--- src/rtl/muldiv_unit.sv ---
// muldiv_unit: iterative multiply/divide sequencer that owns the HI/LO registers.
// MULT/MULTU use a WIDTH-step shift-add loop and DIV/DIVU use a WIDTH-step restoring divide.
// Signed operations run on operand magnitudes, and the signs are applied in the FIX state.
// Optional feature macro: MULDIV_MTHILO_EN adds write_hi/write_lo (MTHI/MTLO) ports.
module muldiv_unit #(
    parameter int unsigned WIDTH = 32
) (
    input  logic             clk,
    input  logic             reset,
    input  logic             start,
    input  logic [5:0]       operation,
    input  logic [WIDTH-1:0] operando_1,
    input  logic [WIDTH-1:0] operando_2,
`ifdef MULDIV_MTHILO_EN
    input  logic             write_hi,
    input  logic             write_lo,
`endif
    output logic             busy,
    output logic             done,
    output logic [WIDTH-1:0] hi,
    output logic [WIDTH-1:0] lo
);

    localparam int unsigned CNT_W = (WIDTH > 1) ? $clog2(WIDTH) : 1;
    localparam int unsigned ACC_W = 2 * WIDTH;

    typedef enum logic [1:0] {
        IDLE = 2'd0,
        CALC = 2'd1,
        FIX  = 2'd2
    } state_t;

    state_t             state_q, state_d;
    logic [CNT_W-1:0]   cnt_q, cnt_d;
    logic [ACC_W-1:0]   acc_q, acc_d;        // product, or {remainder, quotient}
    logic [WIDTH-1:0]   opnd_q, opnd_d;      // multiplicand or divisor magnitude
    logic               is_div_q, is_div_d;
    logic               neg_q, neg_d;        // operand signs differ (signed ops only)
    logic               neg_rem_q, neg_rem_d; // dividend negative (signed divide only)
    logic               div_zero_q, div_zero_d;
    logic               busy_q, busy_d;
    logic               done_q, done_d;
    logic [WIDTH-1:0]   hi_q, hi_d;
    logic [WIDTH-1:0]   lo_q, lo_d;

    logic               op_valid;
    logic               op_signed;
    logic               sgn1, sgn2;
    logic [WIDTH-1:0]   mag1, mag2;
    logic [WIDTH:0]     mul_sum;
    logic [ACC_W-1:0]   mul_step;
    logic [WIDTH:0]     div_shift;
    logic [WIDTH-1:0]   div_rem;
    logic               div_bit;
    logic [ACC_W-1:0]   div_step;
    logic [ACC_W-1:0]   prod_fix;
    logic [WIDTH-1:0]   quo_raw, rem_raw;

    // State and result registers; reset clears everything immediately
    always_ff @(posedge clk or posedge reset) begin
        if (reset) begin
            state_q    <= IDLE;
            cnt_q      <= '0;
            acc_q      <= '0;
            opnd_q     <= '0;
            is_div_q   <= 1'b0;
            neg_q      <= 1'b0;
            neg_rem_q  <= 1'b0;
            div_zero_q <= 1'b0;
            busy_q     <= 1'b0;
            done_q     <= 1'b0;
            hi_q       <= '0;
            lo_q       <= '0;
        end else begin
            state_q    <= state_d;
            cnt_q      <= cnt_d;
            acc_q      <= acc_d;
            opnd_q     <= opnd_d;
            is_div_q   <= is_div_d;
            neg_q      <= neg_d;
            neg_rem_q  <= neg_rem_d;
            div_zero_q <= div_zero_d;
            busy_q     <= busy_d;
            done_q     <= done_d;
            hi_q       <= hi_d;
            lo_q       <= lo_d;
        end
    end

    // Next-state logic: operand capture, one loop iteration per cycle, and sign fix-up
    always_comb begin
        state_d    = state_q;
        cnt_d      = cnt_q;
        acc_d      = acc_q;
        opnd_d     = opnd_q;
        is_div_d   = is_div_q;
        neg_d      = neg_q;
        neg_rem_d  = neg_rem_q;
        div_zero_d = div_zero_q;
        hi_d       = hi_q;
        lo_d       = lo_q;
        done_d     = 1'b0;

        op_valid  = (operation[5:2] == 4'b0110);
        op_signed = ~operation[0];
        sgn1      = op_signed & operando_1[WIDTH-1];
        sgn2      = op_signed & operando_2[WIDTH-1];
        mag1      = sgn1 ? WIDTH'(-operando_1) : operando_1;
        mag2      = sgn2 ? WIDTH'(-operando_2) : operando_2;

        // Shift-add: add the multiplicand into the upper half when the LSB is set, then shift right
        mul_sum   = {1'b0, acc_q[ACC_W-1:WIDTH]} + (acc_q[0] ? {1'b0, opnd_q} : (WIDTH+1)'(0));
        mul_step  = {mul_sum, acc_q[WIDTH-1:1]};

        // Restoring divide: bring in the next dividend bit and subtract the divisor if it fits
        div_shift = {acc_q[ACC_W-1:WIDTH], acc_q[WIDTH-1]};
        div_bit   = (div_shift >= {1'b0, opnd_q});
        div_rem   = div_bit ? WIDTH'(div_shift - {1'b0, opnd_q}) : div_shift[WIDTH-1:0];
        div_step  = {div_rem, acc_q[WIDTH-2:0], div_bit};

        prod_fix  = neg_q ? ACC_W'(-acc_q) : acc_q;
        quo_raw   = acc_q[WIDTH-1:0];
        rem_raw   = acc_q[ACC_W-1:WIDTH];

        case (state_q)
            IDLE: begin
`ifdef MULDIV_MTHILO_EN
                if (write_hi || write_lo) begin
                    if (write_hi) hi_d = operando_1;
                    if (write_lo) lo_d = operando_1;
                end else
`endif
                if (start && op_valid) begin
                    state_d    = CALC;
                    cnt_d      = '0;
                    is_div_d   = operation[1];
                    neg_d      = sgn1 ^ sgn2;
                    neg_rem_d  = sgn1;
                    div_zero_d = (operando_2 == '0);
                    acc_d      = {WIDTH'(0), operation[1] ? mag1 : mag2};
                    opnd_d     = operation[1] ? mag2 : mag1;
                end
            end
            CALC: begin
                acc_d = is_div_q ? div_step : mul_step;
                cnt_d = cnt_q + CNT_W'(1);
                if (cnt_q == CNT_W'(WIDTH - 1)) begin
                    state_d = FIX;
                    cnt_d   = '0;
                end
            end
            FIX: begin
                // A zero divisor leaves the raw dividend as remainder, so only the quotient needs forcing
                if (is_div_q) begin
                    lo_d = div_zero_q ? '1 : (neg_q ? WIDTH'(-quo_raw) : quo_raw);
                    hi_d = neg_rem_q ? WIDTH'(-rem_raw) : rem_raw;
                end else begin
                    hi_d = prod_fix[ACC_W-1:WIDTH];
                    lo_d = prod_fix[WIDTH-1:0];
                end
                done_d  = 1'b1;
                state_d = IDLE;
            end
            default: begin
                state_d = IDLE;
            end
        endcase

        busy_d = (state_d != IDLE);
    end

    assign busy = busy_q;
    assign done = done_q;
    assign hi   = hi_q;
    assign lo   = lo_q;

endmodule

--- config.mk ---
export PLATFORM = sky130hd
export DESIGN_NAME = muldiv_unit
export DESIGN_NICKNAME = d
export VERILOG_FILES = /design/src/rtl/muldiv_unit.sv
export SDC_FILE = /design/constraint.sdc
export NUM_CORES = 1
export LEC_CHECK = 0
export ABC_CLOCK_PERIOD_IN_PS = 13500
export CAP_MARGIN = 20
export CORE_ASPECT_RATIO = 0.75
export CORE_MARGIN = 5
export CORE_UTILIZATION = 30
export CTS_CLUSTER_SIZE = 30
export DETAILED_ROUTE_END_ITERATION = 8
export GPL_TIMING_DRIVEN = 0
export PLACE_DENSITY_LB_ADDON = 0.12
export SLEW_MARGIN = 20
export SYNTH_ARGS = -nofsm -noshare
export SYNTH_HDL_FRONTEND = slang
export SYNTH_SLANG_ARGS = --single-unit
--- constraint.sdc ---
create_clock -name clk -period 13.5 [get_ports clk]
set_input_delay 2.025 -clock clk [delete_from_list [all_inputs] [get_ports clk]]
set_output_delay 2.025 -clock clk [all_outputs]
set_load 0.1 [all_outputs]
==> impl_metrics.toml <==
[worst_setup_path]
startpoint_type = "primary input"
rr_worst_depth = 12
regToRegSetupSlack_ns = 8.99
arrival_ns = 5.55
cp_max_fo = 5
crit_top_cell = "a211oi_1"
cpMaxStageDelayCell = "nor4_1"
endpoint_kind = "flop"
cp_data_required_time_ns = 13.89
max_stage_delay_ns = 0.73
timing.rr.end = "acc_q[60]"
r2r-start = "acc_q[0]"
path_cells = "clkdlybuf4s50_1, or4_1, nor4_1, nor2b_1, nand2_1, o21ai_0, xor2_1, a211oi_1, a211oi_1, a21oi_1"
crit_type = "primary input to flop"

[route]
routed_via_density = 5.515
drt_iter0_drc = 1478
antenna_left = 0
via_count = 14420
wl_um = 56890
dr.pass1.iters = 5
post_drt_wl_per_cell_um = 21.76
drc = 0

[grt]
grt_max_degree = 98
grt_pass1_wl_um = 85460
grt.overflow.total = 0
grt_pass1_vias = 13610
antenna_found_initial = 2
grt_usage_pct = 21.49

[min_path]
holdCritPathClass = "flop to flop"
min_from = "hi[25]"
holdPathStages = 2
hold_end = "hi[25]"

[sta]
max_freq_mhz = 193.8
tightest_slew_ns = 1.177
period_minus_slack_ns = 5.161
setup_viol = 0
fin_setup_tns_ns = 0
setup_ws_ns = 8.339
drv_slew = 0
fin_crit_sh_pct = 38.23
max_slew_margin_pct = 21.22
holdWs_ns = 0.4792
hold_viol_final = 0
finClkSkew_ns = 0.02308
rsz0062_at_grt = "no"

[synthesis]
synth-simple-area-share_pct = 19.34
yosysSeqAreaShare_pct = 30.27
ys_types = 78
synth_enable_flop_cells = 0
synth_top_cell_by_area = "dfrtp_1"
synth_top_family_by_area = "compound AO/OA/AOI/OAI gates"
synth_nets = 1951
synth_area_leaders = "dfrtp_1, ha_1, a21oi_1"
synth_fa_ha_area_share_pct = 6.404
yosys.area.top_type_share_pct = 30.27
async_flop_share_pct = 100.0
synthXorXnorAreaFrac_pct = 10.23
avgSynthCellArea_sq_um = 7.919
synth_mux_area_share_pct = 4.269
syn_area_sq_um = 14300
synth_warnings = 0
synth-seq-cells = 173
syn_inst = 1806
synthFlopType = "dfrtp_1"
synth_compound_area_share_pct = 25.03

[placement]
dp_hpwl_um = 45580
pre_cts_slack_ns = 8.005
place.gp.congestion = 0.9264
portBuffers = 137
place_area_sq_um = 16510

[clock_tree]
clk_pin_slew_worst_paths_ns = 0.08
hold_buffers = 0
cts_buffers = 17
cts-resized-gates = 0
htreeDepth = 4
clockBufferDepth = 2
root_buffer = "clkbuf_16"
clkLatencyLatePin_ns = 0.46
cts_tree = "done"
cts_sinks = 173
postCtsSetupRepairBufs = 0

[final_layout]
nNetsFinal = 2108
layout-drive-gt1-share_pct = 3.543
antenna_cells = 0
synthToLayoutAreaGrowth_pct = 19.49
final_cell_area_sq_um = 17090

[die]
fp.dieW_um = 262.1
dieArea_sq_um = 52190
io_pins = 139
initial_core_util_pct = 30.29
die_h_um = 199.1
coreArea_sq_um = 47220
rows = 69

[run_status]
status = "completed"

[power]
combPwrFrac_pct = 61.0
intPower_w = 0.001758
finalPower_w = 0.003742
seqPwrFrac_pct = 25.6
switching_power_w = 0.001984
leakagePower_nw = 6.917
pwr_density_cell_nw_per_um2 = 219.0
pwr-share-clk_pct = 13.5
ir_drop_mv = 0.09750
switching_share_pct = 53.01

[run]
maxCapViolations = 0
[critical path, delay by kind of cell]
kind / cells / cell delay, ns
buffers and inverters: 1 / 0.46
AO/OA/AOI/OAI: 4 / 1.04
XOR/XNOR: 1 / 0.11
AND/OR/NAND/NOR: 4 / 1.91
[layout make-up]
cell class,count,area (sq um)
fill,4950,30130
buffer,100,381.6
timing repair buffer,138,1399
multi-input combinational,1465,9335
tap,639,799.5
clock buffer,17,425.4
inverter,68,264.0
clock inverter,15,156.4
sequential,173,4329
[through the flow]
stage,instances,utilization (%)
CTS,2615,36.19
detailed placement,2583,34.96
global route,2615,36.19
floorplan,1806,-
global placement,2582,34.88
finish,2615,36.19
[worst max path at each step]
stage,depth (start not counted),slack [ns],endpoint,start
final,10,8.34,acc_q[24],operando_1[13]
after detailed placement,10,8.01,acc_q[24],operando_2[3]
after global routing,10,8.19,acc_q[16],operando_2[3]
after floorplan,1,6.79,acc_q[0],reset
after CTS,10,8.51,acc_q[24],operando_2[3]
after global placement,2,3.91,acc_q[42],reset
[registers in the layout (all words and copies together) (netlist names)]
| register | count |
|---|---|
| acc_q | 64 |
| busy | 1 |
| cnt_q | 5 |
| div_zero_q | 1 |
| done | 1 |
| hi | 32 |
| is_div_q | 1 |
| lo | 32 |
| neg_q | 1 |
| neg_rem_q | 1 |
| opnd_q | 32 |
| state_q | 2 |
[synth_stat cells (16+ instances only)]
library cell,number
a21oi_1,174
xnor2_1,77
a211oi_1,63
mux2i_1,52
nand3_1,26
nand2b_1,22
nor2b_1,22
clkbuf_1,93
nor3_1,31
nand2_1,181
dfrtp_1,173
a31oi_1,18
or3_1,16
a21o_1,25
nor2_1,201
inv_1,65
o21ai_0,156
o31ai_1,23
xor2_1,90
ha_1,70
[cell families (layout without fill, tap and decap cells)]
| kind of cell | after synthesis | count (layout) |
|---|---|---|
| AO/OA/AOI/OAI | 576 | 576 |
| XOR/XNOR | 167 | 167 |
| adder cells (fa/ha/maj) | 72 | 72 |
| buffers and inverters | 168 | 338 |
| flip-flops | 173 | 173 |
| multiplexers | 60 | 60 |
| AND/OR/NAND/NOR | 590 | 590 |
[power by group through the flow]
stage               registers, W  clock network (W)  logic (W)
floorplan               0.000960                  0    0.00151
global route            0.000974           0.000532    0.00250
finish                  0.000956           0.000504    0.00228
global placement        0.000953                  0    0.00223
CTS                     0.000943           0.000513    0.00225
detailed placement      0.000954                  0    0.00224
[placed cells by master (no fill, tap or decap), types with 8 or more instances in the layout]
cell type / Yosys / routed
xor2_1: 90 / 90
clkdlybuf4s50_1: 0 / 137
clkbuf_1: 93 / 93
o21ai_0: 156 / 156
nor3_1: 31 / 31
a31oi_1: 18 / 18
mux2_2: 8 / 8
and3_1: 11 / 11
nand3_1: 26 / 26
mux2i_1: 52 / 52
a21o_1: 25 / 25
xnor2_1: 77 / 77
nor2_1: 201 / 201
o31ai_1: 23 / 23
and2_1: 10 / 10
a22oi_1: 14 / 14
o41ai_1: 8 / 8
or4_1: 12 / 12
or3_1: 16 / 16
inv_1: 65 / 64
o21ai_1: 10 / 10
nand2_1: 181 / 181
clkbuf_16: 0 / 17
a211oi_1: 63 / 63
nor4_1: 13 / 13
ha_1: 70 / 70
o211ai_1: 14 / 14
a21oi_1: 174 / 174
dfrtp_1: 173 / 173
nand4_1: 13 / 13
nand2b_1: 22 / 22
nor2b_1: 22 / 22
[routing by layer]
| layer | part of all wire (%) | GRT usage (%) | vias up |
|---|---|---|---|
| met2 | 39 | 29.58 | 518 |
| met3 | 8.2 | 4.725 | 50 |
| met4 | 1.4 | 4.819 | 4 |
| met5 | 0.049 | 0 | - |
| met1 | 51 | 33.89 | 7039 |
| li1 | - | - | 6811 |
Note: power is estimated with default switching activity, not from simulation.
